### src/rtl/cpu_pkg.sv
// Shared definitions for the multi-cycle core: opcodes, FSM states, instruction fields.
// No logic; constants and types only.
// Not applicable (no handshake).
package cpu_pkg;

    localparam logic [3:0] OP_NOP       = 4'd0;
    localparam logic [3:0] OP_LI        = 4'd1;
    localparam logic [3:0] OP_LOAD      = 4'd2;
    localparam logic [3:0] OP_STORE     = 4'd3;
    localparam logic [3:0] OP_ADD       = 4'd4;
    localparam logic [3:0] OP_SUB       = 4'd5;
    localparam logic [3:0] OP_AND       = 4'd6;
    localparam logic [3:0] OP_OR        = 4'd7;
    localparam logic [3:0] OP_XOR       = 4'd8;
    localparam logic [3:0] OP_NOT       = 4'd9;
    localparam logic [3:0] OP_LIN       = 4'd10;
    localparam logic [3:0] OP_PRINT     = 4'd11;
    localparam logic [3:0] OP_PRINT7SEG = 4'd12;
    localparam logic [3:0] OP_JMP       = 4'd13;
    localparam logic [3:0] OP_JZ        = 4'd14;
    localparam logic [3:0] OP_HALT      = 4'd15;

    localparam int OP_HI  = 15;
    localparam int OP_LO  = 12;
    localparam int RD_HI  = 11;
    localparam int RD_LO  = 8;
    localparam int IMM_HI = 7;
    localparam int IMM_LO = 0;

    typedef enum logic [2:0] {FETCH, DECODE, EXEC, MEM, HALT} state_t;

endpackage

### src/rtl/cpu_alu.sv
// Accumulator ALU: add/sub with carry-borrow, bitwise logic, not.
// Purely combinational, zero latency.
// No flow control.
module cpu_alu
    import cpu_pkg::*;
#(
    parameter int DATA_W = 8
) (
    input  logic [DATA_W-1:0] a,
    input  logic [DATA_W-1:0] b,
    input  logic [3:0]        op,
    output logic [DATA_W-1:0] result,
    output logic              carry,
    output logic              zero
);

    always_comb begin
        result = '0;
        carry  = 1'b0;
        case (op)
            OP_ADD: {carry, result} = {1'b0, a} + {1'b0, b};
            OP_SUB: begin
                result = a - b;
                carry  = (a < b);
            end
            OP_AND: result = a & b;
            OP_OR:  result = a | b;
            OP_XOR: result = a ^ b;
            OP_NOT: result = ~b;
            default: ;
        endcase
        zero = (result == '0);
    end

endmodule

### src/rtl/cpu_core.sv
// Multi-cycle 16-bit-instruction core: FETCH/DECODE/EXEC(/MEM) sequencing, register file, flags.
// 3 cycles per instruction, 4 for LOAD, LIN adds one cycle per cycle in_valid stays low.
// LIN stalls in EXEC until in_valid; in_ready pulses for the accepting cycle only.
module cpu_core
    import cpu_pkg::*;
#(
    parameter int DATA_W = 8,
    parameter int REG_N  = 16
) (
    input  logic              clk,
    input  logic              rst,
    output logic [7:0]        rom_addr,
    input  logic [15:0]       rom_data,
    output logic [7:0]        ram_addr,
    output logic [DATA_W-1:0] ram_wdata,
    output logic              ram_we,
    input  logic [DATA_W-1:0] ram_rdata,
    input  logic [DATA_W-1:0] in_data,
    input  logic              in_valid,
    output logic              in_ready,
    output logic [DATA_W-1:0] led_out,
    output logic [15:0]       seg_out,
    output logic [7:0]        pc_out,
    output logic [DATA_W-1:0] acc_out,
    output logic              flag_z,
    output logic              flag_c,
    output logic              halted
);

    state_t            state, state_nxt;
    logic [7:0]        pc;
    logic [15:0]       ir;
    logic [DATA_W-1:0] regs [REG_N];

    logic [3:0]        ir_op, ir_rd;
    logic [7:0]        ir_imm;
    logic [DATA_W-1:0] imm_ext, rd_val, dec_val;
    logic [DATA_W-1:0] alu_res;
    logic              alu_c, alu_z;
    logic              wb_en;
    logic [3:0]        wb_idx;
    logic [DATA_W-1:0] wb_dat;

    assign ir_op   = ir[OP_HI:OP_LO];
    assign ir_rd   = ir[RD_HI:RD_LO];
    assign ir_imm  = ir[IMM_HI:IMM_LO];
    assign imm_ext = DATA_W'(ir_imm);

    assign rom_addr = pc;
    assign pc_out   = pc;
    assign acc_out  = regs[0];

    // Out-of-range register indices match no entry, so they read as zero.
    always_comb begin
        rd_val  = '0;
        dec_val = '0;
        for (int i = 0; i < REG_N; i++) begin
            if (ir_rd == 4'(i))                  rd_val  = regs[i];
            if (rom_data[RD_HI:RD_LO] == 4'(i))  dec_val = regs[i];
        end
    end

    cpu_alu #(.DATA_W(DATA_W)) u_alu (
        .a      (regs[0]),
        .b      (rd_val),
        .op     (ir_op),
        .result (alu_res),
        .carry  (alu_c),
        .zero   (alu_z)
    );

    always_comb begin
        state_nxt = state;
        ram_we    = 1'b0;
        in_ready  = 1'b0;
        case (state)
            FETCH:  state_nxt = DECODE;
            DECODE: state_nxt = EXEC;
            EXEC: begin
                case (ir_op)
                    OP_LOAD:  state_nxt = MEM;
                    OP_LIN:   state_nxt = in_valid ? FETCH : EXEC;
                    OP_HALT:  state_nxt = HALT;
                    default:  state_nxt = FETCH;
                endcase
                ram_we   = (ir_op == OP_STORE) && !rst;
                in_ready = (ir_op == OP_LIN) && in_valid && !rst;
            end
            MEM:     state_nxt = FETCH;
            HALT:    state_nxt = HALT;
            default: state_nxt = FETCH;
        endcase
    end

    always_comb begin
        wb_en  = 1'b0;
        wb_idx = ir_rd;
        wb_dat = '0;
        if (state == EXEC) begin
            if (ir_op == OP_LI) begin
                wb_en  = 1'b1;
                wb_dat = imm_ext;
            end else if (ir_op inside {[OP_ADD:OP_NOT]}) begin
                wb_en  = 1'b1;
                wb_idx = 4'd0;
                wb_dat = alu_res;
            end else if (ir_op == OP_LIN) begin
                wb_en  = in_valid;
                wb_dat = in_data;
            end
        end else if (state == MEM) begin
            wb_en  = 1'b1;
            wb_dat = ram_rdata;
        end
    end

    always_ff @(posedge clk) begin
        if (rst) state <= FETCH;
        else     state <= state_nxt;
    end

    // RAM address/data are captured at decode so STORE and LOAD present them throughout EXEC.
    always_ff @(posedge clk) begin
        if (rst) begin
            pc        <= 8'd0;
            ir        <= 16'd0;
            flag_z    <= 1'b0;
            flag_c    <= 1'b0;
            led_out   <= '0;
            seg_out   <= 16'd0;
            halted    <= 1'b0;
            ram_addr  <= 8'd0;
            ram_wdata <= '0;
            for (int i = 0; i < REG_N; i++) regs[i] <= '0;
        end else begin
            for (int i = 0; i < REG_N; i++)
                if (wb_en && wb_idx == 4'(i)) regs[i] <= wb_dat;
            case (state)
                DECODE: begin
                    ir        <= rom_data;
                    ram_addr  <= rom_data[IMM_HI:IMM_LO];
                    ram_wdata <= dec_val;
                end
                EXEC: begin
                    if (ir_op inside {[OP_ADD:OP_NOT]}) begin
                        flag_z <= alu_z;
                        flag_c <= alu_c;
                    end
                    case (ir_op)
                        OP_LOAD:      ;
                        OP_LIN:       if (in_valid) pc <= pc + 8'd1;
                        OP_PRINT:     begin led_out <= rd_val;      pc <= pc + 8'd1; end
                        OP_PRINT7SEG: begin seg_out <= 16'(rd_val); pc <= pc + 8'd1; end
                        OP_JMP:       pc <= ir_imm;
                        OP_JZ:        pc <= flag_z ? ir_imm : pc + 8'd1;
                        OP_HALT:      halted <= 1'b1;
                        default:      pc <= pc + 8'd1;
                    endcase
                end
                MEM:     pc <= pc + 8'd1;
                default: ;
            endcase
        end
    end

endmodule

### config.mk
export PLATFORM = sky130hd
export DESIGN_NAME = cpu_core
export DESIGN_NICKNAME = d
export VERILOG_FILES = /design/src/rtl/cpu_pkg.sv /design/src/rtl/cpu_alu.sv /design/src/rtl/cpu_core.sv
export SDC_FILE = /design/constraint.sdc
export NUM_CORES = 1
export LEC_CHECK = 0
export BUFFER_PORTS_ARGS = -buffer_cell sky130_fd_sc_hd__buf_2
export CORE_MARGIN = 4
export CORE_UTILIZATION = 52
export DETAILED_ROUTE_END_ITERATION = 6
export GPL_ROUTABILITY_DRIVEN = 0
export PLACE_DENSITY = 0.72
export SLEW_MARGIN = 0
export SYNTH_ARGS = -nofsm -noshare
export SYNTH_HDL_FRONTEND = slang
export SYNTH_SLANG_ARGS = --single-unit
### constraint.sdc
create_clock -name clk -period 12.6 [get_ports clk]
set_input_delay 1.26 -clock clk [delete_from_list [all_inputs] [get_ports clk]]
set_output_delay 1.26 -clock clk [all_outputs]
set_load 0.005 [all_outputs]
==> run metrics <==
outcome=finished clean; Core ar.=around 21000 um2; clk slew on worst S/H paths=70 ps; layout cells sized above 1=15.0%; CP max stage delay=740 ps; EDFF count, synth=128; fin. max-slew vios=0; H-tree depth=4; max-cap violations=0; Adder-Cell Fraction of Synth Area=around 3.2%; placed cell count=1494; post_cts resized=0; I/O Pins=104; Routed WL=~36000 um; Vias=roughly 10k; relative slew slack=16.5%; clock tree buffer depth=2; FF+latch count, synth=182; Worst Hold Class=reg2reg; first-pass GRT wire length=54800 um; die width=roughly 150 um; post-synth cell types=81; final-report setup violation count=0; Die Y-Extent=about 150 um; clock tree skew after final layout=between 10 and 15 ps; sequential fraction of the synthesis area=roughly 44%; final period demand of the worst path=roughly 5500 ps; worst path bufs/invs=4; Gate Count Post-Synth=1219; Area Overhead vs Synth=8.35%; grt ovf=0; top cell type's share of synthesized area=34.5%; cts-stage hold buffer count=0; Peak VDD IR=0.0000679 V; Worst-Skew Late Latency=440 ps; initial antenna violation count=0; Worst path top cell family by delay=compound AO/OA/AOI/OAI gates; maximum fanout along the worst path=79; CP Capture Type=flop; # diodes=0; Finished Layout Cells=roughly 1.5k; Reg2Reg Launch Point=ir[8]$_SDFFE_PP0N_; WL/cell=about 24 um; setup tns final=0 ps; post-synthesis compound-gate area fraction=21.4%; largest area contributor in the netlist=edfxtp_1; Tot GR Track Use=between 20 and 30%; Worst setup SP type=flop; Sink Count=182; Slowest-stage cell, CP=a22oi_2; yosys warns=0; maximum number of pins on one net before global-route repair=80; DR iter-0 viols=1340; number of remaining DRC errors=0; Crit path arrival time=5600 ps; CTS tree=built; fraction of the mapped netlist area in simple logic gates=18.9%; Post-CTS Setup Inserts=0; Vias/cell=6.54; prevailing post-synth register cell=edfxtp_1; final instance area=12100 um2; CP required=between 10000 and 15000 ps; Pleak=4.45 nW; fin util=57.4%; Mapped Area=11100 um2; final worst-path cycle share=43.5%; DP Wirelength=about 26000 um; sequence of cells on the critical path=buf_4, inv_2, o221a_2, o211ai_1, nand2_1, a21boi_0, o21ai_0, inv_1, ha_1, or3_1, a311oi_1, nor3_1, nor3_1, a22oi_1, a211o_1, a22oi_2, inv_1; largest family of logic cells by synthesized area=compound AO/OA/AOI/OAI gates; Clock Tree Root=clkbuf_16; RSZ-0062 raised after global routing=false; Hold Fails Final Rpt=0; Slew @ Worst Pin=1250 ps; vias in the first global route=approximately 9.4k; Routed Antenna Nets=0; CP startpoint=ir[8]$_SDFFE_PP0N_; nets=1300; drt first pass iters=6; Max Clk Rate=182 MHz; Num CTS Buffers=17; DIE AREA=23800 um2; Avg Cell Area, Syn=about 9.1 um2; DP Area=approximately 11000 um2; Post-Synth XOR/XNOR Area=less than 1%; mux cell area share after synthesis=5.11%; critical path class=reg2reg; initial core utilization=53.0%; HP Start=halted$_SDFFE_PP0P_; PwrDens=around 130 nW/um2; row count=53; Area contributors post-synth=edfxtp_1, dfxtp_1, nor2_1, a21oi_1, nand2_1; I/O Buffers=between 90 and 100; async set or reset register ratio after synthesis=0%
per-layer routing:
metal  up-vias  wire, um  GRT usage [%]  part of all wire (%)
met5         -         0              0                     0
met4         0      1830           14.3                   5.1
met3       142      3880           7.41                    11
met2       642     16300           46.6                    45
met1      4725     13900           38.1                    39
li1       4465         -              -                     -
worst reg2reg max path, stage by stage, from the launching register on:
cell and delay, ps:
dfxtp_2 310, buf_4 660, inv_2 330, o221a_2 310, o211ai_1 150, nand2_1 110
a21boi_0 160, o21ai_0 200, inv_1 240, ha_1 300, or3_1 380, a311oi_1 370
nor3_1 80, nor3_1 150, a22oi_1 130, a211o_1 310, a22oi_2 750, inv_1 250
cell families after synthesis:
logic type      Yosys count
other cells               1
xor+xnor                  1
buf+inv                 164
mux                      49
fa+ha+maj                27
compound gates          359
flops                   182
simple gates            436
cells in the final DEF (no fill, tap or decap), drive strengths merged, types with 5 or more instances in the layout:
cell type  synthesis  final
and3               8      8
conb               1      8
a21o               8      8
a31oi              7      7
dfxtp             54     54
and2               5      5
a211oi            15     15
mux2              13     13
o31ai              5      5
mux4               5      5
nand3b             6      6
inv               47     52
a2bb2oi            9      9
o22ai             16     16
o21ai             70     70
o221ai             7      7
nor2b             35     35
nand3             16     16
nor3              15     15
o32ai              6      6
nand2            112    112
nor3b              7      7
nor2             161    161
nand2b            34     34
clkinv             1      5
a22oi             30     30
or3               11     11
mux2i             31     31
o21bai             7      7
a21oi             97     97
edfxtp           128    128
clkbuf            46     21
buf               70    109
or3b               6      6
ha                25     25
a221oi            13     13
o21a               7      7
o211ai            12     12
stage by stage:
step	hold WS (ps)	total power [W]	worst slack [ps]
CTS	447	0.00151	7170
global placement	433	0.000978	7340
global route	472	0.00156	6670
floorplan	442	0.000899	8380
finish	445	0.00151	7120
detailed placement	436	0.000983	7210
layout make-up:
| type | instances | area, um2 |
|---|---|---|
| Fill cell | 1799 | 8950 |
| Timing Repair Buffer | 109 | 581 |
| Clock inverter | 11 | 101 |
| Clock buffer | 21 | 482 |
| Inverter | 48 | 180 |
| Tap cell | 275 | 344 |
| Multi-Input combinational cell | 880 | 5460 |
| Sequential cell | 182 | 4930 |
final timing paths:
| path | to | slack, ps | cells past startpoint |
|---|---|---|---|
| min | halted$_SDFFE_PP0P_ | 440 | 2 |
| max reg2reg | regs[0][85]$_DFFE_PP_ | 7120 | 17 |
| max | regs[0][85]$_DFFE_PP_ | 7120 | 17 |
| min reg2reg | halted$_SDFFE_PP0P_ | 440 | 2 |
state kept, by name (all words and copies together) (netlist names), 3 cells and up:
signal / cells
regs: 128
ir: 9
led_out: 8
pc_out: 8
ram_wdata: 8
seg_out: 8
ram_addr: 7
state: 3
cell usage after synthesis (all sizes together) (4+ instances only):
| cell | n |
|---|---|
| nor3 | 15 |
| or3b | 6 |
| o21bai | 7 |
| a22oi | 30 |
| nand2 | 112 |
| o21ai | 70 |
| buf | 70 |
| mux2i | 31 |
| o22ai | 16 |
| nand2b | 34 |
| a211o | 4 |
| and2 | 5 |
| nor2b | 35 |
| nor2 | 161 |
| ha | 25 |
| or3 | 11 |
| edfxtp | 128 |
| nand3b | 6 |
| mux4 | 5 |
| a41oi | 4 |
| o211ai | 12 |
| mux2 | 13 |
| a21oi | 97 |
| o221ai | 7 |
| a21o | 8 |
| a222oi | 4 |
| o32ai | 6 |
| a2bb2oi | 9 |
| and3 | 8 |
| o21a | 7 |
| a31oi | 7 |
| nand3 | 16 |
| o31ai | 5 |
| a311oi | 4 |
| a221oi | 13 |
| a211oi | 15 |
| clkbuf | 46 |
| nor3b | 7 |
| inv | 47 |
| dfxtp | 54 |
power by group:
group	internal, W	leakage (nW)	switching (W)	total (W)
clock network	0.000289	0.291	0.000243	0.000531
registers	0.000665	1.76	0.0000286	0.000694
logic	0.000104	2.40	0.000184	0.000288
total	0.00106	4.45	0.000455	0.00151
(Power assumes the default switching activity.)
